[src/rtl/fetch_pkg.sv]
// Shared definitions for the instruction-fetch front end.
// Holds the fetch granule, the default boot PC and the queue entry layout.
package fetch_pkg;

   localparam int          INSTR_BYTES      = 4;
   localparam logic [31:0] RESET_PC_DEFAULT = 32'h0000_0000;

   typedef struct packed {
      logic [31:0] pc;
      logic [31:0] instr;
   } fetch_entry_t;

endpackage

[src/rtl/fetch_fifo.sv]
// Synchronous DEPTH-entry queue with flush; head visible the cycle after push.
// Push when full is accepted only alongside a pop; pop when empty is ignored.
module fetch_fifo #(
   parameter int WIDTH = 64,
   parameter int DEPTH = 4
) (
   input  logic                     clk,
   input  logic                     rst,
   input  logic                     push,
   input  logic [WIDTH-1:0]         push_data,
   input  logic                     pop,
   input  logic                     flush,
   output logic [$clog2(DEPTH):0]   count,
   output logic [WIDTH-1:0]         head
);

   localparam int PW = $clog2(DEPTH);
   localparam logic [PW:0] FULL = (PW+1)'(DEPTH);

   logic [WIDTH-1:0] mem [DEPTH];
   logic [PW-1:0]    wr_ptr;
   logic [PW-1:0]    rd_ptr;
   logic             do_push;
   logic             do_pop;

   assign do_pop  = pop && (count != '0);
   assign do_push = push && ((count != FULL) || do_pop);
   assign head    = mem[rd_ptr];

   always_ff @(posedge clk or negedge rst) begin
      if (!rst) begin
         wr_ptr <= '0;
         rd_ptr <= '0;
         count  <= '0;
      end else if (flush) begin
         wr_ptr <= '0;
         rd_ptr <= '0;
         count  <= '0;
      end else begin
         if (do_push) wr_ptr <= wr_ptr + PW'(1);
         if (do_pop)  rd_ptr <= rd_ptr + PW'(1);
         count <= count + (PW+1)'(do_push) - (PW+1)'(do_pop);
      end
   end

   // Storage needs no reset: head is only observed while count is non-zero.
   always_ff @(posedge clk) begin
      if (do_push && !flush) mem[wr_ptr] <= push_data;
   end

endmodule

[src/rtl/prefetch_unit.sv]
// Sequential instruction prefetcher: issues PCs to memory, queues responses for decode.
// Response visible one edge after arrival; issue is credit-limited to DEPTH (inflight + queued).
module prefetch_unit
   import fetch_pkg::*;
#(
   parameter int                    ADDR_WIDTH  = 32,
   parameter int                    INSTR_WIDTH = 32,
   parameter int                    DEPTH       = 4,
   parameter logic [ADDR_WIDTH-1:0] RESET_PC    = ADDR_WIDTH'(RESET_PC_DEFAULT)
) (
   input  logic                   clk,
   input  logic                   rst,
   input  logic                   stallF,
   input  logic                   redirect,
   input  logic [ADDR_WIDTH-1:0]  redirect_pc,
   output logic                   imem_req_valid,
   output logic [ADDR_WIDTH-1:0]  imem_req_addr,
   input  logic                   imem_req_ready,
   input  logic                   imem_resp_valid,
   input  logic [INSTR_WIDTH-1:0] imem_resp_data,
   output logic                   validF,
   output logic [ADDR_WIDTH-1:0]  pcF,
   output logic [INSTR_WIDTH-1:0] instrF
);

   localparam int                    CW      = $clog2(DEPTH) + 1;
   localparam int                    EW      = ADDR_WIDTH + INSTR_WIDTH;
   localparam logic [ADDR_WIDTH-1:0] STEP    = ADDR_WIDTH'(INSTR_BYTES);
   localparam logic [CW:0]           CREDITS = (CW+1)'(DEPTH);

   logic [ADDR_WIDTH-1:0] fetch_pc;
   logic [ADDR_WIDTH-1:0] resp_pc;
   logic [CW-1:0]         inflight;
   logic [CW-1:0]         stale;
   logic [CW-1:0]         count;
   logic [EW-1:0]         head;
   logic                  credit_ok;
   logic                  req_fire;
   logic                  resp_ok;
   logic                  push;
   logic                  pop;

   // Every outstanding request owns a queue slot, so a push can never find the queue full.
   assign credit_ok      = ({1'b0, inflight} + {1'b0, count}) < CREDITS;
   assign imem_req_valid = rst && !redirect && credit_ok;
   assign imem_req_addr  = fetch_pc;
   assign req_fire       = imem_req_valid && imem_req_ready;

   // A response with nothing outstanding is a memory protocol error and is ignored.
   assign resp_ok = imem_resp_valid && (inflight != '0);
   assign push    = resp_ok && (stale == '0) && !redirect;
   assign pop     = validF && !stallF && !redirect;

   always_ff @(posedge clk or negedge rst) begin
      if (!rst) begin
         fetch_pc <= RESET_PC;
         resp_pc  <= RESET_PC;
         inflight <= '0;
         stale    <= '0;
      end else if (redirect) begin
         fetch_pc <= redirect_pc;
         resp_pc  <= redirect_pc;
         inflight <= inflight - CW'(resp_ok);
         stale    <= inflight - CW'(resp_ok);
      end else begin
         if (req_fire) fetch_pc <= fetch_pc + STEP;
         if (resp_ok) begin
            if (stale != '0) stale   <= stale - CW'(1);
            else             resp_pc <= resp_pc + STEP;
         end
         inflight <= inflight + CW'(req_fire) - CW'(resp_ok);
      end
   end

   fetch_fifo #(
      .WIDTH (EW),
      .DEPTH (DEPTH)
   ) u_queue (
      .clk       (clk),
      .rst       (rst),
      .push      (push),
      .push_data ({resp_pc, imem_resp_data}),
      .pop       (pop),
      .flush     (redirect),
      .count     (count),
      .head      (head)
   );

   assign validF = (count != '0);
   assign pcF    = validF ? head[EW-1:INSTR_WIDTH] : '0;
   assign instrF = validF ? head[INSTR_WIDTH-1:0]  : '0;

endmodule

[config.mk]
export PLATFORM = sky130hd
export DESIGN_NAME = prefetch_unit
export DESIGN_NICKNAME = d
export VERILOG_FILES = /design/src/rtl/fetch_pkg.sv /design/src/rtl/fetch_fifo.sv /design/src/rtl/prefetch_unit.sv
export SDC_FILE = /design/constraint.sdc
export NUM_CORES = 1
export LEC_CHECK = 0
export BUFFER_PORTS_ARGS = -buffer_cell sky130_fd_sc_hd__buf_4
export CAP_MARGIN = 5
export CORE_MARGIN = 5
export CORE_UTILIZATION = 30
export CTS_CLUSTER_SIZE = 16
export DETAILED_ROUTE_END_ITERATION = 16
export PLACE_DENSITY = 0.45
export SYNTH_ARGS = -nofsm -noshare
export SYNTH_HDL_FRONTEND = slang
export SYNTH_SLANG_ARGS = --single-unit
[constraint.sdc]
create_clock -name clk -period 4.2 [get_ports clk]
set_input_delay 0 -clock clk [delete_from_list [all_inputs] [get_ports clk]]
set_output_delay 0 -clock clk [all_outputs]
set_load 0.005 [all_outputs]
## Word-level counts from Yosys, hierarchy flattened

Memories as Yosys holds them, arrays and structs flattened.
Cells that the tools add are included.

| word-level totals | value |
|---|---|
| register bits | 77 |
| RAM bits | 256 |
| input port bits | 70 |
| output and inout bits | 98 |
| word-level logic and storage cells | 65 |
| memories kept | 1 |

| cells by class | value |
|---|---|
| add/subtract/negate cells | 11 |
| order comparisons | 1 |
| equality and inequality tests | 2 |
| multiplexer cells | 18 |
| reduce and logical (&&, ||, !) cells | 25 |

Memory list:

| memory | depth | width | read ports | clocked after memory_dff | wr ports | RTL line | text |
|---|---|---|---|---|---|---|---|
| u_queue.mem | 4 | 64 | 1 | 0 | 1 | fetch_fifo.sv:20 | `logic [WIDTH-1:0] mem [DEPTH];` |

Operators with widths:

| cell | count |
|---|---|
| 32-bit two-way mux | 7 |
| 32-bit by 3-bit adder with 32-bit output (second input constant) | 2 |
| 3-bit two-way mux | 5 |
| 1-bit logical AND | 11 |
| 2-bit nonzero test | 5 |
| 3-bit nonzero test | 3 |
| 3-bit by 1-bit subtractor with 3-bit output | 3 |
| 2-bit two-way mux | 4 |
| 3-bit by 1-bit adder with 3-bit output | 2 |
| 2-bit by 1-bit adder with 2-bit output (second input constant) | 2 |
| 3-bit by 3-bit adder with 4-bit output | 1 |
| 4-bit by 3-bit < comparator with 1-bit output (second input constant) | 1 |
| 2-bit AND reduction | 2 |
| 3-bit zero test | 1 |
| 3-bit inequality test (second input constant) | 1 |
| 3-bit by 1-bit subtractor with 3-bit output (second input constant) | 1 |
| 1-bit zero test | 2 |
| 1-bit two-way mux | 2 |
| 2-bit inequality test (second input constant) | 1 |
| 1-bit logical OR | 1 |

## Depth between registers and ports, before layout

| depth | value |
|---|---|
| word-level depth | 9 |
| gate-level depth with buffers | 13 |

## Cells and area by module

A second synthesis with hierarchy kept.

| second synthesis, totals | value |
|---|---|
| cell total of the unflattened synthesis | 905 |
| area total of the unflattened synthesis | 14198.6 µm² |

By module, submodules not included:

| module | instances | cells each | area an instance (µm²) | sequential area each (µm²) |
|---|---|---|---|---|
| fetch_fifo | 1 | 378 | 9695.5 | 7862.5 |
| prefetch_unit | 1 | 527 | 4503.1 | 1751.7 |

## Worst setup path after synthesis

No wires, ideal clock.

| timing path | value |
|---|---|
| path kind | register to register |
| from | register stale[0] |
| to | memory u_queue.mem[0][0] (enable) |
| setup time | 429 ps |
| data arrival time | 2945 ps |
| data required time | 3771 ps |
| slack | 827 ps |
| stages on the path, launching flop included | 9 |
| path buffers | 2 |
| clock period less this slack | 3373 ps |
| cell sequence | dfrtp_1 > inv_1 > ha_1 > and2b_1 > and2_1 > clkbuf_1 > o311a_1 > buf_2 > and2_1 |

| between the ends | value |
|---|---|
| longest elaborated chain between the ends | 7 |

RTL lines:

| item | RTL line | text |
|---|---|---|
| start: declaration | prefetch_unit.sv:34 | `logic [CW-1:0] stale;` |
| start signal: assignment | prefetch_unit.sv:64 | `stale <= inflight - CW'(resp_ok);` |
| start signal: assignment | prefetch_unit.sv:68 | `if (stale != '0) stale <= stale - CW'(1);` |
| 3-bit zero test | prefetch_unit.sv:51 | `assign push = resp_ok && (stale == '0) && !redirect;` |
| 1-bit logical AND (2 in series) | prefetch_unit.sv:51 |  |
| 1-bit logical AND | fetch_fifo.sv:27 | `assign do_push = push && ((count != FULL) \|\| do_pop);` |
| 1-bit logical AND | fetch_fifo.sv:48 | `if (do_push && !flush) mem[wr_ptr] <= push_data;` |
| 1-bit two-way mux | fetch_fifo.sv:48 |  |
| 1-bit two-way mux (not written as such) | fetch_fifo.sv:48 |  |
| end: declaration | fetch_fifo.sv:20 |  |

No other way between the ends.

## Worst setup path after layout

| timing path | value |
|---|---|
| from | register u_queue.rd_ptr[0] |
| to | output port pcF[27] |

| between the ends | value |
|---|---|
| longest elaborated chain between the ends | 2 |

RTL lines:

| item | RTL line | text |
|---|---|---|
| start: declaration | fetch_fifo.sv:22 | `logic [PW-1:0] rd_ptr;` |
| start signal: assignment | fetch_fifo.sv:41 | `if (do_pop) rd_ptr <= rd_ptr + PW'(1);` |
| memory 4 x 64 bit | - |  |
| 32-bit two-way mux | prefetch_unit.sv:90 | `assign pcF = validF ? head[EW-1:INSTR_WIDTH] : '0;` |
| end: declaration | prefetch_unit.sv:22 | `output logic [ADDR_WIDTH-1:0] pcF,` |

No other way between the ends.

==> results list <==
- Total of max-cap violations: 0
- Number of global-route vias before repair: around 9000
* Clock insertion delay at the later pin of the skew report: ~0.54 ns
- Setup repair after global routing left no endpoint under its margin.
- The number of different library cells used by synthesis comes to 61.
- The commonest cells after synthesis are edfxtp_1 (256), dfrtp_1 (77), and2_1 (70).
- Sum of negative setup slack: 0 ns
* Type of the tightest min-delay check: input pin to register
- Hold Crit Start: redirect
- Largest stage delay on the critical path: ~0.93 ns
- Launch point of the worst reg-to-reg path: inflight[2]
* Vias/cell: 4.75
* Post-synth top area cell: edfxtp_1
* Worst-path cell with the longest stage delay: dfrtp_4
- Chain of cells forming the critical path: buf_12 > mux4_2 > and2_1 > buf_4
* Count of warnings emitted by yosys: 0
- Global-route wire length before repair: 56500 um
- In this run the tool buffered the top-level ports with 167 buffer cells.
* Mapped cell area: about 0.014 mm^2
- Required time worst endpoint: ~4.2 ns
- From synthesis to final layout, the design area changed by 26.6%.
- Count of flip-flops with a built-in enable after synthesis: around 260
- Number of antenna violations at the first check in global routing: 0
* Clock Sink Count: between 300 and 400
* Number of buffers added by the clock tree synthesis step: 38
- The number of pins exceeding their max-slew limit in the final report was 0.
- Horiz. Die Dim: around 230 um
- The tree is rooted in a clkbuf_16.
- Violation count after the first detailed-routing iteration: ~580
- The worst setup path is launched from a register.
* Cell with the most instances after synthesis: edfxtp_1
- Critical Path Source: u_queue.rd_ptr[0]
* Worst hold slack: about 0.065 ns
- Setup violations remaining at the end of the flow were counted as 0.
- Number of remaining DRC errors: 0
- The worst pin sits at a relative slew slack of between 20% and 30%.
* H-tree lvl count: 2
- After clock tree synthesis, the setup repair step added 0 buffers.
* Global-route congestion overflow total: 0
- VDD sags by at most roughly 240 uV.
* Most used DFF post-synth: edfxtp_1
* Slew @ Worst Pin: about 1.1 ns
* Flops & latches, synth: roughly 330
- The critical path is of the register to output pin type.
- Dividing the detail-routed wire length by the instance count gives 21.1 um.
- Of the cells placed in the final design, the portion with a size suffix greater than 1 is around 28%.
- The first detailed-routing pass ran for 5 iterations.
- TritonCTS built the clock tree.
- Power per standard cell area: roughly 520 mW/mm^2
- Sum of net half-perimeters after detailed placement: between 20000 and 25000 um
* FMAX: around 360 MHz
* Clock-pin transition on the worst setup and hold timing paths: ~0.060 ns
* Routability congestion estimate from global placement: 0.756
- Fraction of synthesized cell area taken by the top area cell type: a little over half
* Largest net degree at the start of global routing: 73
* Die extent in y: between 200 and 250 um
- Antenna fix cells: 0
- # IOs: 168
* Worst Path Max Fanout: 35
* Routed via count: around 8400
* Post-synthesis async set-or-reset flop share: between 20% and 30%
* Nets@finish: roughly 1200
- After synthesis, the cell types taking the most area are edfxtp_1 (54%), dfrtp_1 (14%), mux4_2 (10%).
- Post-Syn Instances: approximately 890
- The floorplan step defined a core boundary enclosing 0.0467 mm^2.
- Overall global routing resource usage: approximately 14%
- Hold violation count in the final report: 0
* Maximum clock insertion buffer count: 3
- Period Utilization, post-route: 66.2%
- Clock Skews: 0.0186 ns
* Post-route minimum period: roughly 2.8 ns
- Type of element capturing the critical path: output pin
- Critical path arrival: around 2.8 ns
- Status: complete, no violations
* Sequential element share of the synthesized area: between 60% and 70%
- In this run the core area contains just under 80 standard-cell rows.
- Count of nets left with antenna violations after detail routing: 0
- The die covers 0.0517 mm^2.
- For this design the static power due to leakage is approximately 6.4 nW.
- Mean post-synth cell area: around 16 um^2
- Synthesis produced a netlist with a net count of a little under 1000.
* Starting utilization of the core area: between 30 and 40%
* Total detailed-routing wirelength: ~37000 um
[final timing paths]
check | endpoint | slack (ns) | depth (start not counted)
worst max register to register | inflight[2] | 1.45 | 11
min in group asynchronous | imem_req_addr[9] | 0.40 | 3
worst min register to register | u_queue.mem[3][32] | 0.52 | 0
worst max-delay path | pcF[27] | 1.42 | 4
worst min-delay path | resp_pc[9] | 0.07 | 3
max in group asynchronous | resp_pc[12] | 2.95 | 4
[flip-flops by register name, summed over array words and instances, names as in the netlist]
register,cells
u_queue.rd_ptr,2
stale,3
resp_pc,32
u_queue.mem,256
u_queue.count,3
imem_req_addr,32
u_queue.wr_ptr,2
inflight,3
[worst max-delay path, delay by kind of cell, from the launching register on]
family,cells,cell delay (ns)
mux,1,0.55
buf+inv,2,0.53
flops,1,0.93
simple gates,1,0.22
[per-layer routing]
layer | vias up | wire, um | GRT usage [%]
li1 | 3884 | - | -
met1 | 4252 | 18000 | 21.1
met2 | 214 | 17100 | 22.7
met3 | 40 | 1620 | 2.55
met4 | 0 | 458 | 2.82
met5 | - | 0 | 0
[cells by family (layout without fill, tap and decap cells)]
family,Yosys count,in the layout,synth area share [%]
compound gates,86,86,3.81
xor+xnor,39,39,2.41
fa+ha+maj,18,18,1.69
buf+inv,73,344,2.58
flops,333,333,67.8
mux,72,72,10.8
simple gates,266,266,10.9
[area by class of cell]
type / count / area, um^2
Clock buffer: 59 / 1090
Clock inverter: 10 / 68.8
Fill cell: 4397 / 28700
Inverter: 28 / 105
Multi-Input combinational cell: 481 / 4200
Sequential cell: 333 / 9620
Tap cell: 607 / 759
Timing Repair Buffer: 247 / 2100
[cell usage in the layout, fill, tap and decap left out, types with 5 or more instances in the layout]
cell	n
edfxtp_1	256
buf_4	173
dfrtp_1	75
dlygate4sd3_1	68
and2_1	66
mux4_2	64
nand2_1	55
o21ai_0	44
clkbuf_16	39
nand3_1	34
xnor2_1	27
inv_1	26
nor2_1	25
nand4_1	16
ha_1	16
clkbuf_1	16
nor3_1	15
xor2_1	12
nor4_1	9
o211ai_1	8
o311ai_0	8
a21oi_1	7
mux2_2	6
and3_1	6
buf_12	6
or3_1	5
a31o_2	5
clkinv_1	5
[power by group]
group          internal [mW]  switching (mW)
sequential              3.75           0.296
clock                   1.80            1.29
combinational           1.20            1.00
[what timing repair did]
action	in CTS	in global routing
resized for setup	0	0
endpoints found under the hold margin	231	0
hold buffers	69	0
setup endpoints to repair	0	0
[through the flow]
stage          cell area (um^2)  instances  worst slack (ns)  total power [mW]  util [%]
5_1_grt                   17900       1765              1.21              9.89      38.5
6_report                  17900       1765              1.42              9.34      38.5
3_5_place_dp              16100       1627              1.43              6.35      34.5
4_1_cts                   17900       1765              1.31              9.54      38.5
2_1_floorplan             14200        887             0.827              5.22         -
3_3_place_gp              16100       1627              1.46              6.36      34.5
No activity file was read; power rests on OpenSTA's default activity.
